**config.mk**
```make
export PLATFORM = sky130hd
export DESIGN_NAME = otsu_thresh_eval
export DESIGN_NICKNAME = d
export VERILOG_FILES = /design/src/rtl/otsu_thresh_eval.sv
export SDC_FILE = /design/constraint.sdc
export NUM_CORES = 2
export LEC_CHECK = 0
export ABC_AREA = 1
export ABC_CLOCK_PERIOD_IN_PS = 49100
export BUFFER_PORTS_ARGS = -buffer_cell sky130_fd_sc_hd__buf_4
export CELL_PAD_IN_SITES_DETAIL_PLACEMENT = 0
export CELL_PAD_IN_SITES_GLOBAL_PLACEMENT = 1
export CORE_MARGIN = 3
export CORE_UTILIZATION = 45
export CTS_BUF_LIST = sky130_fd_sc_hd__clkbuf_8
export DETAILED_ROUTE_END_ITERATION = 10
export PLACE_DENSITY = 0.88
export SLEW_MARGIN = 40
export SYNTH_ARGS = -nofsm -noshare
export SYNTH_HDL_FRONTEND = slang
export SYNTH_SLANG_ARGS = --single-unit
```
**constraint.sdc**
```tcl
create_clock -name clock -period 49.1 [get_ports clock]
set_input_delay 2.455 -clock clock [delete_from_list [all_inputs] [get_ports clock]]
set_output_delay 2.455 -clock clock [all_outputs]
set_load 0.01 [all_outputs]
```
**src/rtl/otsu_thresh_eval.sv**
```systemverilog
// Otsu arg-max evaluator: sigma = n1q*n2q*|mu1-mu2|^2, accepts one candidate per 7 cycles (in_ready only in IDLE).
// frame_done publishes the winning index next cycle; OTSU_SIGMA_OUT_EN adds the sigma_best debug output.
module otsu_thresh_eval #(
  parameter int GRAY_BITS = 7,
  parameter int CNT_W     = 20,
  parameter int SUM_W     = 23,
  parameter int N_SHIFT   = 4,
  parameter int DIFF_W    = GRAY_BITS + N_SHIFT,
  parameter int SIG_W     = 2*(CNT_W-N_SHIFT) + 2*(GRAY_BITS+N_SHIFT)
) (
  input  logic                 clock,
  input  logic                 rst_n,
  input  logic                 in_valid,
  output logic                 in_ready,
  input  logic [CNT_W-1:0]     n1,
  input  logic [CNT_W-1:0]     n2,
  input  logic [SUM_W-1:0]     ga1,
  input  logic [SUM_W-1:0]     ga2,
  input  logic                 frame_done,
  output logic [GRAY_BITS-1:0] t_otsu,
  output logic                 t_vld,
  output logic                 cand_ovf
`ifdef OTSU_SIGMA_OUT_EN
  ,
  output logic [SIG_W-1:0]     sigma_best
`endif
);

  localparam int NQ_W = CNT_W - N_SHIFT;
  localparam logic [SUM_W-1:0] D_SAT = SUM_W'((1 << DIFF_W) - 1);

  typedef enum logic [2:0] {S_IDLE, S_DIV1, S_DIV2, S_SUB, S_SQR, S_MUL, S_CMP} state_t;

  state_t st, st_nxt;

  logic [NQ_W-1:0]      n1q, n2q;
  logic [SUM_W-1:0]     ga1_r, ga2_r;
  logic [GRAY_BITS-1:0] idx_r, cand_idx, best_idx;
  logic [SUM_W-1:0]     mu1, mu2, d_full;
  logic [2*NQ_W-1:0]    w;
  logic [DIFF_W-1:0]    d;
  logic [2*DIFF_W-1:0]  d2;
  logic [SIG_W-1:0]     sigma, sigma_max;
  logic                 wrapped;
  logic                 accept;

  assign in_ready = (st == S_IDLE);
  // frame_done takes priority over a coincident accept
  assign accept   = in_valid & in_ready & ~frame_done;
  assign d_full   = (mu1 > mu2) ? (mu1 - mu2) : (mu2 - mu1);

  always_comb begin
    st_nxt = st;
    case (st)
      S_IDLE: if (accept) st_nxt = S_DIV1;
      S_DIV1: st_nxt = S_DIV2;
      S_DIV2: st_nxt = S_SUB;
      S_SUB:  st_nxt = S_SQR;
      S_SQR:  st_nxt = S_MUL;
      S_MUL:  st_nxt = S_CMP;
      S_CMP:  st_nxt = S_IDLE;
      default: st_nxt = S_IDLE;
    endcase
    if (frame_done) st_nxt = S_IDLE;
  end

  always_ff @(posedge clock or negedge rst_n) begin
    if (!rst_n) st <= S_IDLE;
    else        st <= st_nxt;
  end

  always_ff @(posedge clock or negedge rst_n) begin
    if (!rst_n) begin
      n1q       <= '0;
      n2q       <= '0;
      ga1_r     <= '0;
      ga2_r     <= '0;
      idx_r     <= '0;
      cand_idx  <= '0;
      best_idx  <= '0;
      mu1       <= '0;
      mu2       <= '0;
      w         <= '0;
      d         <= '0;
      d2        <= '0;
      sigma     <= '0;
      sigma_max <= '0;
      wrapped   <= 1'b0;
      cand_ovf  <= 1'b0;
      t_otsu    <= '0;
      t_vld     <= 1'b0;
`ifdef OTSU_SIGMA_OUT_EN
      sigma_best <= '0;
`endif
    end else begin
      t_vld <= 1'b0;
      case (st)
        S_IDLE: if (accept) begin
          n1q   <= NQ_W'(n1 >> N_SHIFT);
          n2q   <= NQ_W'(n2 >> N_SHIFT);
          ga1_r <= ga1;
          ga2_r <= ga2;
          idx_r <= cand_idx;
          if (wrapped) cand_ovf <= 1'b1;
        end
        S_DIV1: mu1 <= (n1q == '0) ? '0 : ga1_r / SUM_W'(n1q);
        S_DIV2: begin
          mu2 <= (n2q == '0) ? '0 : ga2_r / SUM_W'(n2q);
          w   <= (2*NQ_W)'(n1q) * (2*NQ_W)'(n2q);
        end
        S_SUB:  d     <= (d_full > D_SAT) ? D_SAT[DIFF_W-1:0] : d_full[DIFF_W-1:0];
        S_SQR:  d2    <= (2*DIFF_W)'(d) * (2*DIFF_W)'(d);
        S_MUL:  sigma <= SIG_W'(w) * SIG_W'(d2);
        S_CMP: begin
          if (sigma > sigma_max) begin
            sigma_max <= sigma;
            best_idx  <= idx_r;
          end
          cand_idx <= cand_idx + 1'b1;
          if (cand_idx == '1) wrapped <= 1'b1;
        end
        default: ;
      endcase
      // Written last so it overrides any in-flight compare on the same edge
      if (frame_done) begin
        t_otsu    <= best_idx;
        t_vld     <= 1'b1;
        sigma_max <= '0;
        best_idx  <= '0;
        cand_idx  <= '0;
        wrapped   <= 1'b0;
        cand_ovf  <= 1'b0;
`ifdef OTSU_SIGMA_OUT_EN
        sigma_best <= sigma_max;
`endif
      end
    end
  end

endmodule

```
==> impl_metrics.yaml <==
status:
  status: "completed"
clocking:
  clkLatencyLatePin_ns: 0.80
  clock-root-buffer: "clkbuf_8"
  numCtsBuffers: 61
  cts_sinks: 330
  clock_path_buffers: 3
  cts_tree: "yes"
  clk_transition_reported_paths_ns: 0.07
  cts_max_level: 2
worst_setup_path:
  critPathMaxFanout: 12
  cpPeakStageDelay_ns: 0.44
  critPathArrivalTime_ns: 46.37
  critPathKind: "reg2reg"
  path_delay_family: "simple AND/OR/NAND/NOR gates"
  required_ns: 49.80
  crit_path_frequent_cell: "nand2_1"
  path_buf_inv: 61
  cp-start-kind: "flop"
  cpMaxStageDelayCell: "dfrtp_1"
  end_kind: "flop"
timing:
  fin_crit_ns: 45.67
  finalHoldWorstSlack_ns: 0.483
  final_hold_viol_count: 0
  slew_viol_final: 0
  period_share_pct: 93.0
  skew_ns: 0.0666
  rsz0062_at_grt: "yes"
  fin_ws_ns: 3.43
  setup_viol: 0
  tightestPinTransition_ns: 0.854
  clock.fmax_mhz: 21.9
  relSlewSlack_pct: 43.0
layout:
  antenna_cells: 0
  fin_cells: 12500
  design_area_sq_um: 81700
  final_nets: 12200
  syn_to_final_growth_pct: 11.6
  drive_gt1_share_pct: 12.1
flow_run:
  max_cap_violations: 0
synthesis:
  yosysUniqueCellTypes: 77
  yosysWarningCount: 0
  yosys.area.top_type_share_pct: 22.6
  syn_avg_cell_area_sq_um: 7.29
  ys_ff_latch: 330
  synth_top_area_cell: "fa_1"
  yosys_most_used_dff: "dfrtp_1"
  netlist_area_sq_um: 73200
  async_reset_ff_share_pct: 100
  synth_area_leaders: "fa_1 23%, ha_1 16%, nand2_1 13%"
  synth-edff-count: 0
  yosysMostFrequentCell: "nand2_1"
  yosysSeqAreaShare_pct: 11.3
  synthTopCellsByCount: "2,521 x nand2_1, 2,006 x inv_1, 951 x ha_1"
  syn_nets: 11900
  synth_cells: 10000
floorplan:
  io_pins: 100
  die_area_sq_um: 168000
  die_y_microns: 409
  core_region_area_sq_um: 161000
  start_util_pct: 45.5
  die_w_microns: 409
  fp-row-count: 147
routing:
  drt-total-wl_microns: 204000
  first_pass_iters: 6
  wl_per_cell_microns: 16.3
  post-route-drc-count: 0
  via_per_inst: 5.20
  drt-initial-drc-count: 3770
  antenna_left: 0
  vias: 65100
placed_design:
  io_buffer_count: 91
  dp_slack_ns: -0.215
  dp_hpwl_microns: 160000
  dp.cells: 12300
  dpl_cell_area_sq_um: 78000
  place_congestion: 0.877
grt:
  gr-total-overflow: 0
  grt_pass1_vias: 65500
  grt.total_usage_pct: 24.0
  antenna_found_initial: 1
  grt_pass1_wl_microns: 333000
  grt_max_degree: 94
worst_hold_path:
  min_path_type: "reg2reg"
## worst paths after layout
path,endpoint,slack (ns),start,cells after the start
worst max-delay path,mu2[0],3.43,n2q[12],377
worst min-delay path,d2[9],0.48,d2[9],2
worst max register to register,mu2[0],3.43,n2q[12],377
worst min register to register,d2[9],0.48,d2[9],2
max in group asynchronous,ga2_r[15],45.82,rst_n,5
min in group asynchronous,sigma_max[18],1.49,rst_n,1
## worst min-delay path: stages (launching register included)
cell	delay (ns)
dfrtp_1	0.34
nand2_1	0.05
o21ai_0	0.06
## cell families after synthesis
logic type / after synthesis / synth area share [%]
AND/OR/NAND/NOR: 3631 / 21.0
buffers and inverters: 2449 / 12.9
adder cells (fa/ha/maj): 1776 / 38.8
AO/OA/AOI/OAI: 1414 / 10.8
XOR/XNOR: 427 / 5.11
flip-flops: 330 / 11.3
multiplexers: 11 / 0.152
other: 1 / 0.00512
## state kept, by name, indices dropped and copies added (netlist names)
| name | cells |
|---|---|
| sigma | 54 |
| sigma_max | 54 |
| w | 32 |
| ga1_r | 23 |
| ga2_r | 23 |
| mu1 | 23 |
| mu2 | 23 |
| d2 | 21 |
| n1q | 16 |
| n2q | 16 |
| d | 11 |
| best_idx | 7 |
| cand_idx | 7 |
| idx_r | 7 |
| t_otsu | 7 |
| st | 3 |
| cand_ovf | 1 |
| t_vld | 1 |
| wrapped | 1 |
## stage by stage
step,TNS [ns],util (%)
after floorplan,0,-
after global placement,0,48.4
after detailed placement,-0.303,48.4
after CTS,0,49.3
after global routing,-1.16,50.7
final,0,50.7
## metal layers
layer	track usage (%)	wire length (microns)	up-vias
met3	2.40	9700	366
met5	0	0	-
met1	31.5	88300	31500
met2	41.7	98300	1505
li1	-	-	31700
met4	7.45	7660	0
## area by class of cell
class                           instances  area [sq um]
Clock buffer                           74          1020
Clock inverter                         41           335
Fill cell                           15700         79400
Inverter                             2046          7730
Multi-Input combinational cell       7265         57000
Sequential cell                       330          8270
Tap cell                             2160          2700
Timing Repair Buffer                  600          4660
Timing Repair inverter                  1          5.00
## placed cells by master, fill, tap and decap left out, types with 17 or more instances in the layout
cell type	count
nor3_1	45
ha_4	22
o21ai_0	509
dfrtp_1	326
nor4_1	17
a31oi_1	30
inv_1	1997
a21oi_2	66
fa_1	825
a21oi_1	374
o22ai_1	46
inv_2	43
nand3_2	35
nand2_1	2486
clkbuf_8	74
clkinv_2	18
or2_2	47
nor2_2	38
nand2_2	91
xor2_1	228
nor2_4	24
o21ai_1	88
nand3b_1	20
o211ai_1	22
o21bai_1	48
buf_4	581
nor2_1	332
o31ai_1	24
o21ai_2	58
nand4_1	65
a21o_1	40
xnor2_1	199
and2_1	27
nand2_4	20
ha_1	928
nand3_1	335
## what timing repair did
item                                    CTS  global route
buffers inserted                          0           107
resized for setup                        12           401
hold buffers                              0             0
pin swaps                                 1           163
gates cloned                              0             7
endpoints found under the hold margin     0             0
endpoints found under the setup margin    2             6
Power is not shown: default switching activity piles up to over one toggle a cycle in this logic, so the estimate is an artifact.
